===== src/rtl/funct_issue_pkg.sv =====
// Shared constants for the funct issue path.
// Holds the opcode values recognised by the decode lanes, the ALU funct codes
// they produce, and the MDU / HI-LO funct codes used for hazard tracking.
package funct_issue_pkg;

    // Opcodes
    localparam logic [5:0] OP_SPECIAL  = 6'h00;
    localparam logic [5:0] OP_REGIMM   = 6'h01;
    localparam logic [5:0] OP_J        = 6'h02;
    localparam logic [5:0] OP_JAL      = 6'h03;
    localparam logic [5:0] OP_BEQ      = 6'h04;
    localparam logic [5:0] OP_BNE      = 6'h05;
    localparam logic [5:0] OP_BLEZ     = 6'h06;
    localparam logic [5:0] OP_BGTZ     = 6'h07;
    localparam logic [5:0] OP_ADDI     = 6'h08;
    localparam logic [5:0] OP_ADDIU    = 6'h09;
    localparam logic [5:0] OP_ANDI     = 6'h0C;
    localparam logic [5:0] OP_ORI      = 6'h0D;
    localparam logic [5:0] OP_XORI     = 6'h0E;
    localparam logic [5:0] OP_LUI      = 6'h0F;
    localparam logic [5:0] OP_SPECIAL2 = 6'h1C;
    localparam logic [5:0] OP_LB       = 6'h20;
    localparam logic [5:0] OP_LH       = 6'h21;
    localparam logic [5:0] OP_LW       = 6'h23;
    localparam logic [5:0] OP_LBU      = 6'h24;
    localparam logic [5:0] OP_LHU      = 6'h25;
    localparam logic [5:0] OP_SB       = 6'h28;
    localparam logic [5:0] OP_SW       = 6'h2B;

    // ALU funct codes
    localparam logic [5:0] FUNCT_NOP   = 6'h00;
    localparam logic [5:0] FUNCT_ADDU  = 6'h21;
    localparam logic [5:0] FUNCT_AND   = 6'h24;
    localparam logic [5:0] FUNCT_OR    = 6'h25;
    localparam logic [5:0] FUNCT_XOR   = 6'h26;

    // HI/LO access and MDU funct codes
    localparam logic [5:0] FUNCT_MFHI  = 6'h10;
    localparam logic [5:0] FUNCT_MTHI  = 6'h11;
    localparam logic [5:0] FUNCT_MFLO  = 6'h12;
    localparam logic [5:0] FUNCT_MTLO  = 6'h13;
    localparam logic [5:0] FUNCT_MULT  = 6'h18;
    localparam logic [5:0] FUNCT_MULTU = 6'h19;
    localparam logic [5:0] FUNCT_DIV   = 6'h1A;
    localparam logic [5:0] FUNCT_DIVU  = 6'h1B;

    // True for the divide flavours, which use the long latency.
    function automatic logic is_div_funct(input logic [5:0] funct);
        return (funct == FUNCT_DIV) || (funct == FUNCT_DIVU);
    endfunction

endpackage


===== src/rtl/funct_issue_unit_map.sv =====
// Combinational (op, funct) -> ALU funct mapping plus MDU / HI-LO classification.
// Reusable by any decode lane.
// Ports:
//   op_i       opcode
//   funct_i    instruction funct field
//   funct_o    ALU funct code
//   is_mdu_o   MULT/MULTU/DIV/DIVU
//   is_hilo_o  MFHI/MTHI/MFLO/MTLO
module funct_map
    import funct_issue_pkg::*;
#(
    parameter int OP_W    = 6,
    parameter int FUNCT_W = 6
) (
    input  logic [OP_W-1:0]    op_i,
    input  logic [FUNCT_W-1:0] funct_i,
    output logic [FUNCT_W-1:0] funct_o,
    output logic               is_mdu_o,
    output logic               is_hilo_o
);

    always_comb begin
        funct_o = FUNCT_W'(FUNCT_NOP);
        case (op_i)
            OP_SPECIAL, OP_SPECIAL2:           funct_o = funct_i;
            OP_LUI, OP_ORI:                    funct_o = FUNCT_W'(FUNCT_OR);
            OP_XORI:                           funct_o = FUNCT_W'(FUNCT_XOR);
            OP_ANDI:                           funct_o = FUNCT_W'(FUNCT_AND);
            OP_SB, OP_SW, OP_ADDI, OP_ADDIU,
            OP_LB, OP_LBU, OP_LH, OP_LHU,
            OP_LW:                             funct_o = FUNCT_W'(FUNCT_ADDU);
            OP_J, OP_JAL, OP_BEQ, OP_BNE,
            OP_BGTZ, OP_BLEZ, OP_REGIMM:       funct_o = FUNCT_W'(FUNCT_OR);
            default:                           funct_o = FUNCT_W'(FUNCT_NOP);
        endcase
    end

    always_comb begin
        is_mdu_o  = (op_i == OP_SPECIAL) &&
                    (funct_i inside {FUNCT_MULT, FUNCT_MULTU, FUNCT_DIV, FUNCT_DIVU});
        is_hilo_o = (op_i == OP_SPECIAL) &&
                    (funct_i inside {FUNCT_MFHI, FUNCT_MTHI, FUNCT_MFLO, FUNCT_MTLO});
    end

endmodule


===== src/rtl/funct_issue_unit.sv =====
// Registered, handshaked funct issue stage between ID decode and the ID/EX boundary.
// Maps (op, funct) to the ALU funct, presents it through a valid/ready output
// register, and tracks in-flight MDU ops with a latency counter so that later
// MDU or HI/LO instructions stall until the MDU drains.
// Optional: define FUNCT_ISSUE_SKID_EN to add one skid entry behind the output
// register, which decouples in_ready from out_ready.
// Ports:
//   clk, rst               clock, asynchronous active-high reset
//   flush                  kill input and all buffered entries
//   in_valid/in_ready      decode-side handshake; in_op, in_funct
//   out_valid/out_ready    EX-side handshake; out_funct, out_is_mdu
//   mdu_busy               latency counter nonzero
//   mdu_done               one-cycle pulse on the first cycle the counter is 0
module funct_issue_unit
    import funct_issue_pkg::*;
#(
    parameter int OP_W    = 6,
    parameter int FUNCT_W = 6,
    parameter int MUL_LAT = 4,
    parameter int DIV_LAT = 32
) (
    input  logic               clk,
    input  logic               rst,
    input  logic               flush,
    input  logic               in_valid,
    output logic               in_ready,
    input  logic [OP_W-1:0]    in_op,
    input  logic [FUNCT_W-1:0] in_funct,
    output logic               out_valid,
    input  logic               out_ready,
    output logic [FUNCT_W-1:0] out_funct,
    output logic               out_is_mdu,
    output logic               mdu_busy,
    output logic               mdu_done
);

    localparam int MAX_LAT = (MUL_LAT > DIV_LAT) ? MUL_LAT : DIV_LAT;
    localparam int CNT_W   = $clog2(MAX_LAT + 1);

    logic [FUNCT_W-1:0] map_funct;
    logic               map_is_mdu;
    logic               map_is_hilo;

    funct_map #(
        .OP_W    (OP_W),
        .FUNCT_W (FUNCT_W)
    ) u_map (
        .op_i      (in_op),
        .funct_i   (in_funct),
        .funct_o   (map_funct),
        .is_mdu_o  (map_is_mdu),
        .is_hilo_o (map_is_hilo)
    );

    logic               out_valid_q, out_valid_d;
    logic [FUNCT_W-1:0] out_funct_q, out_funct_d;
    logic               out_is_mdu_q, out_is_mdu_d;
    logic [CNT_W-1:0]   cnt_q, cnt_d;
    logic               done_q, done_d;

    logic hazard;
    logic accept;
    logic out_hs;
    logic mdu_pending;

    assign out_hs = out_valid_q && out_ready;

`ifdef FUNCT_ISSUE_SKID_EN
    logic               skid_valid_q, skid_valid_d;
    logic [FUNCT_W-1:0] skid_funct_q, skid_funct_d;
    logic               skid_is_mdu_q, skid_is_mdu_d;

    assign mdu_pending = (cnt_q != '0) || (out_valid_q && out_is_mdu_q) ||
                         (skid_valid_q && skid_is_mdu_q);
    assign hazard      = (map_is_mdu || map_is_hilo) && mdu_pending;
    assign in_ready    = !flush && !hazard && !skid_valid_q;
    assign accept      = in_valid && in_ready;

    always_comb begin
        out_valid_d   = out_valid_q;
        out_funct_d   = out_funct_q;
        out_is_mdu_d  = out_is_mdu_q;
        skid_valid_d  = skid_valid_q;
        skid_funct_d  = skid_funct_q;
        skid_is_mdu_d = skid_is_mdu_q;
        if (flush) begin
            out_valid_d  = 1'b0;
            skid_valid_d = 1'b0;
        end else if (!out_valid_q || out_ready) begin
            // Output slot frees up: the older skid word goes first. A full skid
            // blocks in_ready, so accept cannot coincide with a skid move.
            if (skid_valid_q) begin
                out_valid_d  = 1'b1;
                out_funct_d  = skid_funct_q;
                out_is_mdu_d = skid_is_mdu_q;
                skid_valid_d = 1'b0;
            end else if (accept) begin
                out_valid_d  = 1'b1;
                out_funct_d  = map_funct;
                out_is_mdu_d = map_is_mdu;
            end else begin
                out_valid_d  = 1'b0;
            end
        end else if (accept) begin
            skid_valid_d  = 1'b1;
            skid_funct_d  = map_funct;
            skid_is_mdu_d = map_is_mdu;
        end
    end

    always_ff @(posedge clk or posedge rst) begin
        if (rst) begin
            skid_valid_q  <= 1'b0;
            skid_funct_q  <= FUNCT_W'(FUNCT_NOP);
            skid_is_mdu_q <= 1'b0;
        end else begin
            skid_valid_q  <= skid_valid_d;
            skid_funct_q  <= skid_funct_d;
            skid_is_mdu_q <= skid_is_mdu_d;
        end
    end
`else
    assign mdu_pending = (cnt_q != '0) || (out_valid_q && out_is_mdu_q);
    assign hazard      = (map_is_mdu || map_is_hilo) && mdu_pending;
    assign in_ready    = !flush && !hazard && (!out_valid_q || out_ready);
    assign accept      = in_valid && in_ready;

    always_comb begin
        out_valid_d  = out_valid_q;
        out_funct_d  = out_funct_q;
        out_is_mdu_d = out_is_mdu_q;
        if (flush) begin
            out_valid_d  = 1'b0;
        end else if (accept) begin
            out_valid_d  = 1'b1;
            out_funct_d  = map_funct;
            out_is_mdu_d = map_is_mdu;
        end else if (out_hs) begin
            out_valid_d  = 1'b0;
        end
    end
`endif

    // The counter starts only on an EX handshake, so a flushed op that never
    // handshook never starts it, while a handshake in the flush cycle still does.
    always_comb begin
        cnt_d = cnt_q;
        if (out_hs && out_is_mdu_q) begin
            cnt_d = is_div_funct(6'(out_funct_q)) ? CNT_W'(DIV_LAT) : CNT_W'(MUL_LAT);
        end else if (cnt_q != '0) begin
            cnt_d = cnt_q - CNT_W'(1);
        end
        done_d = (cnt_q == CNT_W'(1));
    end

    always_ff @(posedge clk or posedge rst) begin
        if (rst) begin
            out_valid_q  <= 1'b0;
            out_funct_q  <= FUNCT_W'(FUNCT_NOP);
            out_is_mdu_q <= 1'b0;
            cnt_q        <= '0;
            done_q       <= 1'b0;
        end else begin
            out_valid_q  <= out_valid_d;
            out_funct_q  <= out_funct_d;
            out_is_mdu_q <= out_is_mdu_d;
            cnt_q        <= cnt_d;
            done_q       <= done_d;
        end
    end

    assign out_valid  = out_valid_q;
    assign out_funct  = out_funct_q;
    assign out_is_mdu = out_is_mdu_q;
    assign mdu_busy   = (cnt_q != '0);
    assign mdu_done   = done_q;

endmodule


===== config.mk =====
export PLATFORM = sky130hd
export DESIGN_NAME = funct_issue_unit
export DESIGN_NICKNAME = d
export VERILOG_FILES = /design/src/rtl/funct_issue_pkg.sv /design/src/rtl/funct_issue_unit_map.sv /design/src/rtl/funct_issue_unit.sv
export SDC_FILE = /design/constraint.sdc
export NUM_CORES = 1
export LEC_CHECK = 0
export ABC_AREA = 1
export CORE_MARGIN = 2
export CORE_UTILIZATION = 45
export CTS_CLUSTER_SIZE = 28
export DETAILED_ROUTE_END_ITERATION = 10
export PLACE_DENSITY = 0.81
export RECOVER_POWER = 100
export SLEW_MARGIN = 20
export SYNTH_ARGS = -nofsm -noshare
export SYNTH_HDL_FRONTEND = slang
export SYNTH_HIERARCHICAL = 1
export SYNTH_SLANG_ARGS = --single-unit

===== constraint.sdc =====
create_clock -name clk -period 3.9 [get_ports clk]
set_clock_uncertainty 0.2 [all_clocks]
set_input_delay 0.585 -clock clk [delete_from_list [all_inputs] [get_ports clk]]
set_output_delay 0.585 -clock clk [all_outputs]
set_load 0.005 [all_outputs]

Word level (Yosys, flattened, before mapping):

Index checks and enable logic that the tools add are counted.

* flip-flop bits (word level): 15
* bits of input ports: 17
* output and inout bits: 11
* word-level logic and storage cells: 72

* add/subtract/negate cells: 1
* eq/ne operators: 32
* mux-type cells: 7
* bitwise logic cells: 1
* reductions and logical operators: 26

Operators by type and width (number)
* 6-bit by 5-bit equality test with 1-bit output (second input constant): 11
* 6-bit equality test (second input constant): 7
* 6-bit by 4-bit equality test with 1-bit output (second input constant): 6
* 6-bit case mux with 5 select lines: 1
* 6-bit by 3-bit equality test with 1-bit output (second input constant): 4
* 6-bit two-way mux: 3
* 9-bit OR reduction: 2
* 6-bit by 1-bit equality test with 1-bit output (second input constant): 2
* 6-bit by 2-bit equality test with 1-bit output (second input constant): 2
* 1-bit logical AND: 9
* 4-bit nonzero test: 2
* 6-bit zero test: 1
* 6-bit nonzero test: 1
* 6-bit by 1-bit subtractor with 6-bit output (second input constant): 1
* 1-bit logical OR: 4
* 1-bit zero test: 3
* 1-bit two-way mux: 3
* 3-bit nonzero test: 1
* 2-bit AND reduction: 1
* 2-bit nonzero test: 1
* 2-bit OR reduction: 1
* 1-bit NOT: 1

Depth between registers and ports, before layout:

* depth in word-level cells: 11
* depth in mapped cells: 9
* mapped depth without buffers: 9

Hierarchy:

The synthesis kept the hierarchy.

By module, submodules not included
* funct_issue_unit: times used 1, cells each 86, area an instance 794.5 sq um, seq. area each 375.4 sq um
* funct_map: times used 1, cells each 50, area an instance 224.0 sq um, seq. area each 0.0 sq um

Worst setup path before layout:

No wires, ideal clock.

* path type: in2out
* start: input port in_funct[2]
* end: output port in_ready
* arrival: 1386 ps
* data required time: 3115 ps
* slack: 1729 ps
* cell stages on the path: 4
* buffers on the path: 0
* cell sequence: or3_1 > nor3_1 > or2_2 > a21boi_0

* longest elaborated chain between the ends: 8
* elaborated cells on any way between the ends: 17
* classes of those cells: eq/ne: 8; reduce/logical: 9

Ends and longest elaborated chain
* start: declaration: RTL line funct_issue_unit.sv:28 `input logic [FUNCT_W-1:0] in_funct,`
* 6-bit by 5-bit equality test with 1-bit output: RTL line funct_issue_unit_map.sv:40 `(funct_i inside {FUNCT_MULT, FUNCT_MULTU, FUNCT_DIV, FUNCT_DIVU});`
* 4-bit nonzero test (*): RTL line funct_issue_unit_map.sv:40
* 1-bit logical AND (*): RTL line funct_issue_unit_map.sv:39 `is_mdu_o = (op_i == OP_SPECIAL) &&`
* net map_is_mdu: RTL line funct_issue_unit.sv:41 `logic map_is_mdu;`
* 1-bit logical OR (*): RTL line funct_issue_unit.sv:124 `assign hazard = (map_is_mdu || map_is_hilo) && mdu_pending;`
* 1-bit logical AND (*): RTL line funct_issue_unit.sv:124
* 1-bit zero test (*): RTL line funct_issue_unit.sv:125 `assign in_ready = !flush && !hazard && (!out_valid_q || out_ready);`
* 1-bit logical AND (*) (2 in a row): RTL line funct_issue_unit.sv:125
* end: declaration: RTL line funct_issue_unit.sv:26 `output logic in_ready,`

The timed path passes the listed nets; every way through them passes the cells marked *.

Worst setup path after layout:

* start: input port in_op[3]
* end: output port in_ready

* longest elaborated chain between the ends: 7
* elaborated cells on any way between the ends: 8
* classes of those cells: reduce/logical: 8

Ends and longest elaborated chain
* start: declaration: RTL line funct_issue_unit.sv:27 `input logic [OP_W-1:0] in_op,`
* 6-bit zero test: RTL line funct_issue_unit_map.sv:39
* 1-bit logical AND: RTL line funct_issue_unit_map.sv:39
* net map_is_mdu: RTL line funct_issue_unit.sv:41
* 1-bit logical OR: RTL line funct_issue_unit.sv:124
* 1-bit logical AND: RTL line funct_issue_unit.sv:124
* 1-bit zero test: RTL line funct_issue_unit.sv:125
* 1-bit logical AND (2 in a row): RTL line funct_issue_unit.sv:125

The timed path passes the listed nets, and every way through them passes these cells.

==> impl_results.md <==
- Critical path arrival: 2610 ps
- TNS Setup: 0 ps
- Reg2Reg Launch Point: cnt_q[0]
- Inserted Clock Buffers: 3
- Clk root buf: clkbuf_4
- Antenna violations before repair: 0
- Vias per Instance: 5.26
- Static leakage: 0.000675 uW
- Buffers plus inverters on the worst setup path: 2
- Rows: 17
- GR Overflow Total: 0
- Final setup viols: 0
- Dpl cells: 190
- Synth top area cells: dfrtp_1 (37%), nand2_1 (14%), nand4_1 (6.1%)
- Initial Util: 0.469
- PortBufs: 27
- Max-slew headroom: 0.611
- Count leader, synth: nand2_1
- Pwr dens: 401 nW/um^2
- Worst setup SP type: primary input
- Area delta synth->final: 28.9%
- Number of synthesized flops with an enable pin: 0
- Post-DRT Antenna Nets: 0
- Cells after Synth: 136
- Clock buffer depth: 2
- Unique cell type count in the Yosys netlist: 28
- RSZ-0062 raised after global routing: no
- Largest net degree at the start of global routing: 16
- Drt pass-1 iters: 4
- PostCTS Resize Cnt: 0
- Status: finished clean
- Latest clock arrival within the worst-skew pair: 280 ps
- CP Class: primary input to primary output
- N_diodes: 0
- VDD IR max: 0.000367 V
- Pin slew with the least headroom to its limit: 583 ps
- Crit share post-route: 0.870
- Final Instance Count excl. Fillers: 194
- Synth Flop Type: dfrtp_1
- Die Area: 2660 sq um
- I/O pin cnt: 28
- Number of global-route vias before repair: 942
- First-pass GRT wire length: 3.73 mm
- Netlist Area Pre-Place: 1020 sq um
- Max Fclk: 295 MHz
- Min Tclk post-route: 3390 ps
- Routed WL: 2.26 mm
- Seq/Total Area, Yosys: 0.369
- Yosys reg bits: 15
- Clock transition at path regs: 80 ps
- Drc violations: 0
- Routed WL per cell: 11.6 microns
- GRT Total Usage: 0.186
- Syn Nets: 156
- Syn avg cell area: 7.49 sq um
- Die span in y: 51.6 microns
- Detailed-route via count: 1021
- WP data required: 3120 ps
- Final nets: 187
- Post-CTS Setup Bufs: 0
- Area share of the largest cell type after synthesis: 0.369
- Hold Path Class: flop to flop
- CP cell instances: dlygate4sd3_1 > nor2_1 > nand3_1 > nor3_1 > or2_2 > a21boi_0 > dlygate4sd3_1
- Die Wd: 51.6 microns
- Hold Crit Start: out_funct[0]
- CP max FO: 6
- Worst path slowest cell: dlygate4sd3_1
- Post-DP HPWL: 1.84 mm
- Largest area contributor in the netlist: dfrtp_1
- DR iter-0 viols: 29
- CP endpoint kind: primary output
- Final GP Congestion: 0.944
- Core ar.: 2170 sq um
- CTS Hold Bufs: 0
- Fin. Hold Viols: 0
- Number of H-tree levels: 1
- Max incr delay on CP: 640 ps
- CTS tree: yes
- Crit path launch: in_op[3]
- Layout cells sized above 1: 0.0783
- CP delay by family, top: buffers and inverters
- Clock Sinks: 15
- Top cells by count, synth: nand2_1 (38), inv_1 (16), dfrtp_1 (15), nor2_1 (14), nand4_1 (10)
- Final Util: 0.605
- Post-synth ARST share: 1.00
- Worst hold slack: 284 ps
- Slew Viols, Final: 0
- Max-cap viol count: 0
- Most common cell on crit path: dlygate4sd3_1
- Yosys warning count: 6
==> cell type report <==
type	instances	area (sq um)
Fill cell	208	857
Multi-Input combinational cell	102	538
Sequential cell	15	375
Timing Repair Buffer	27	270
Inverter	18	67.6
Tap cell	28	35.0
Clock buffer	4	26.3
==> per-layer routing <==
layer / track usage / vias to the layer above / share of wire
met1: 0.204 / 480 / 0.42
met4: 0.0482 / 0 / 0.0044
met3: 0.0460 / 3 / 0.057
met5: 0 / - / 0
met2: 0.353 / 35 / 0.51
li1: - / 503 / -
==> tightest hold or removal path: cells and delay by family (launching register included) <==
family	cells	cell delay (ps)
DFF	1	350
and+or+nand+nor	2	100
==> flip-flops by register name, indices dropped and copies added (netlist names) <==
name and count:
cnt_q 6, out_funct 6, mdu_done 1, out_is_mdu 1, out_valid 1
==> cell usage in the layout, fill, tap and decap left out, types with 2 or more instances in the layout <==
cell	instances
nand2_1	39
inv_1	16
nor2_1	15
dfrtp_1	15
dlygate4sd3_1	14
clkdlybuf4s50_1	13
nand3_1	10
nand4_1	10
o21ai_0	4
xor2_1	3
a21oi_1	3
ha_1	3
clkbuf_4	3
nor2_4	2
inv_2	2
nor3_1	2
==> report_power, final <==
| group | internal (uW) | switching (uW) |
|---|---|---|
| combinational | 91.4 | 108 |
| clock | 39.7 | 48.3 |
| sequential | 197 | 42.4 |
==> logic make-up (layout without fill, tap and decap cells) <==
| kind of cell | count (synthesis) | in the layout | share of synthesized area |
|---|---|---|---|
| AOI/OAI and AO/OA | 9 | 9 | 0.0577 |
| xor gates and xnor gates | 3 | 3 | 0.0258 |
| adders and majority gates | 3 | 3 | 0.0369 |
| buffers and inverters | 19 | 49 | 0.0713 |
| DFF | 15 | 15 | 0.369 |
| and+or+nand+nor | 87 | 87 | 0.440 |
==> metrics by stage <==
| step | power, uW | instance area [sq um] | worst slack, ps |
|---|---|---|---|
| after floorplan | 377 | 1020 | 1730 |
| after global placement | 441 | 1320 | 690 |
| after detailed placement | 450 | 1320 | 671 |
| after CTS | 542 | 1350 | 651 |
| after global routing | 570 | 1310 | 370 |
| final | 527 | 1310 | 509 |
==> worst paths after layout <==
check,endpoint,slack (ps),cells after the start
worst max-delay path,in_ready,510,7
worst min-delay path,out_funct[0],280,2
worst max register to register,out_funct[2],2000,7
worst min register to register,out_funct[0],280,2
max in group asynchronous,out_funct[3],2520,2
min in group asynchronous,cnt_q[5],590,2
Power figures use the tool's default switching activity.
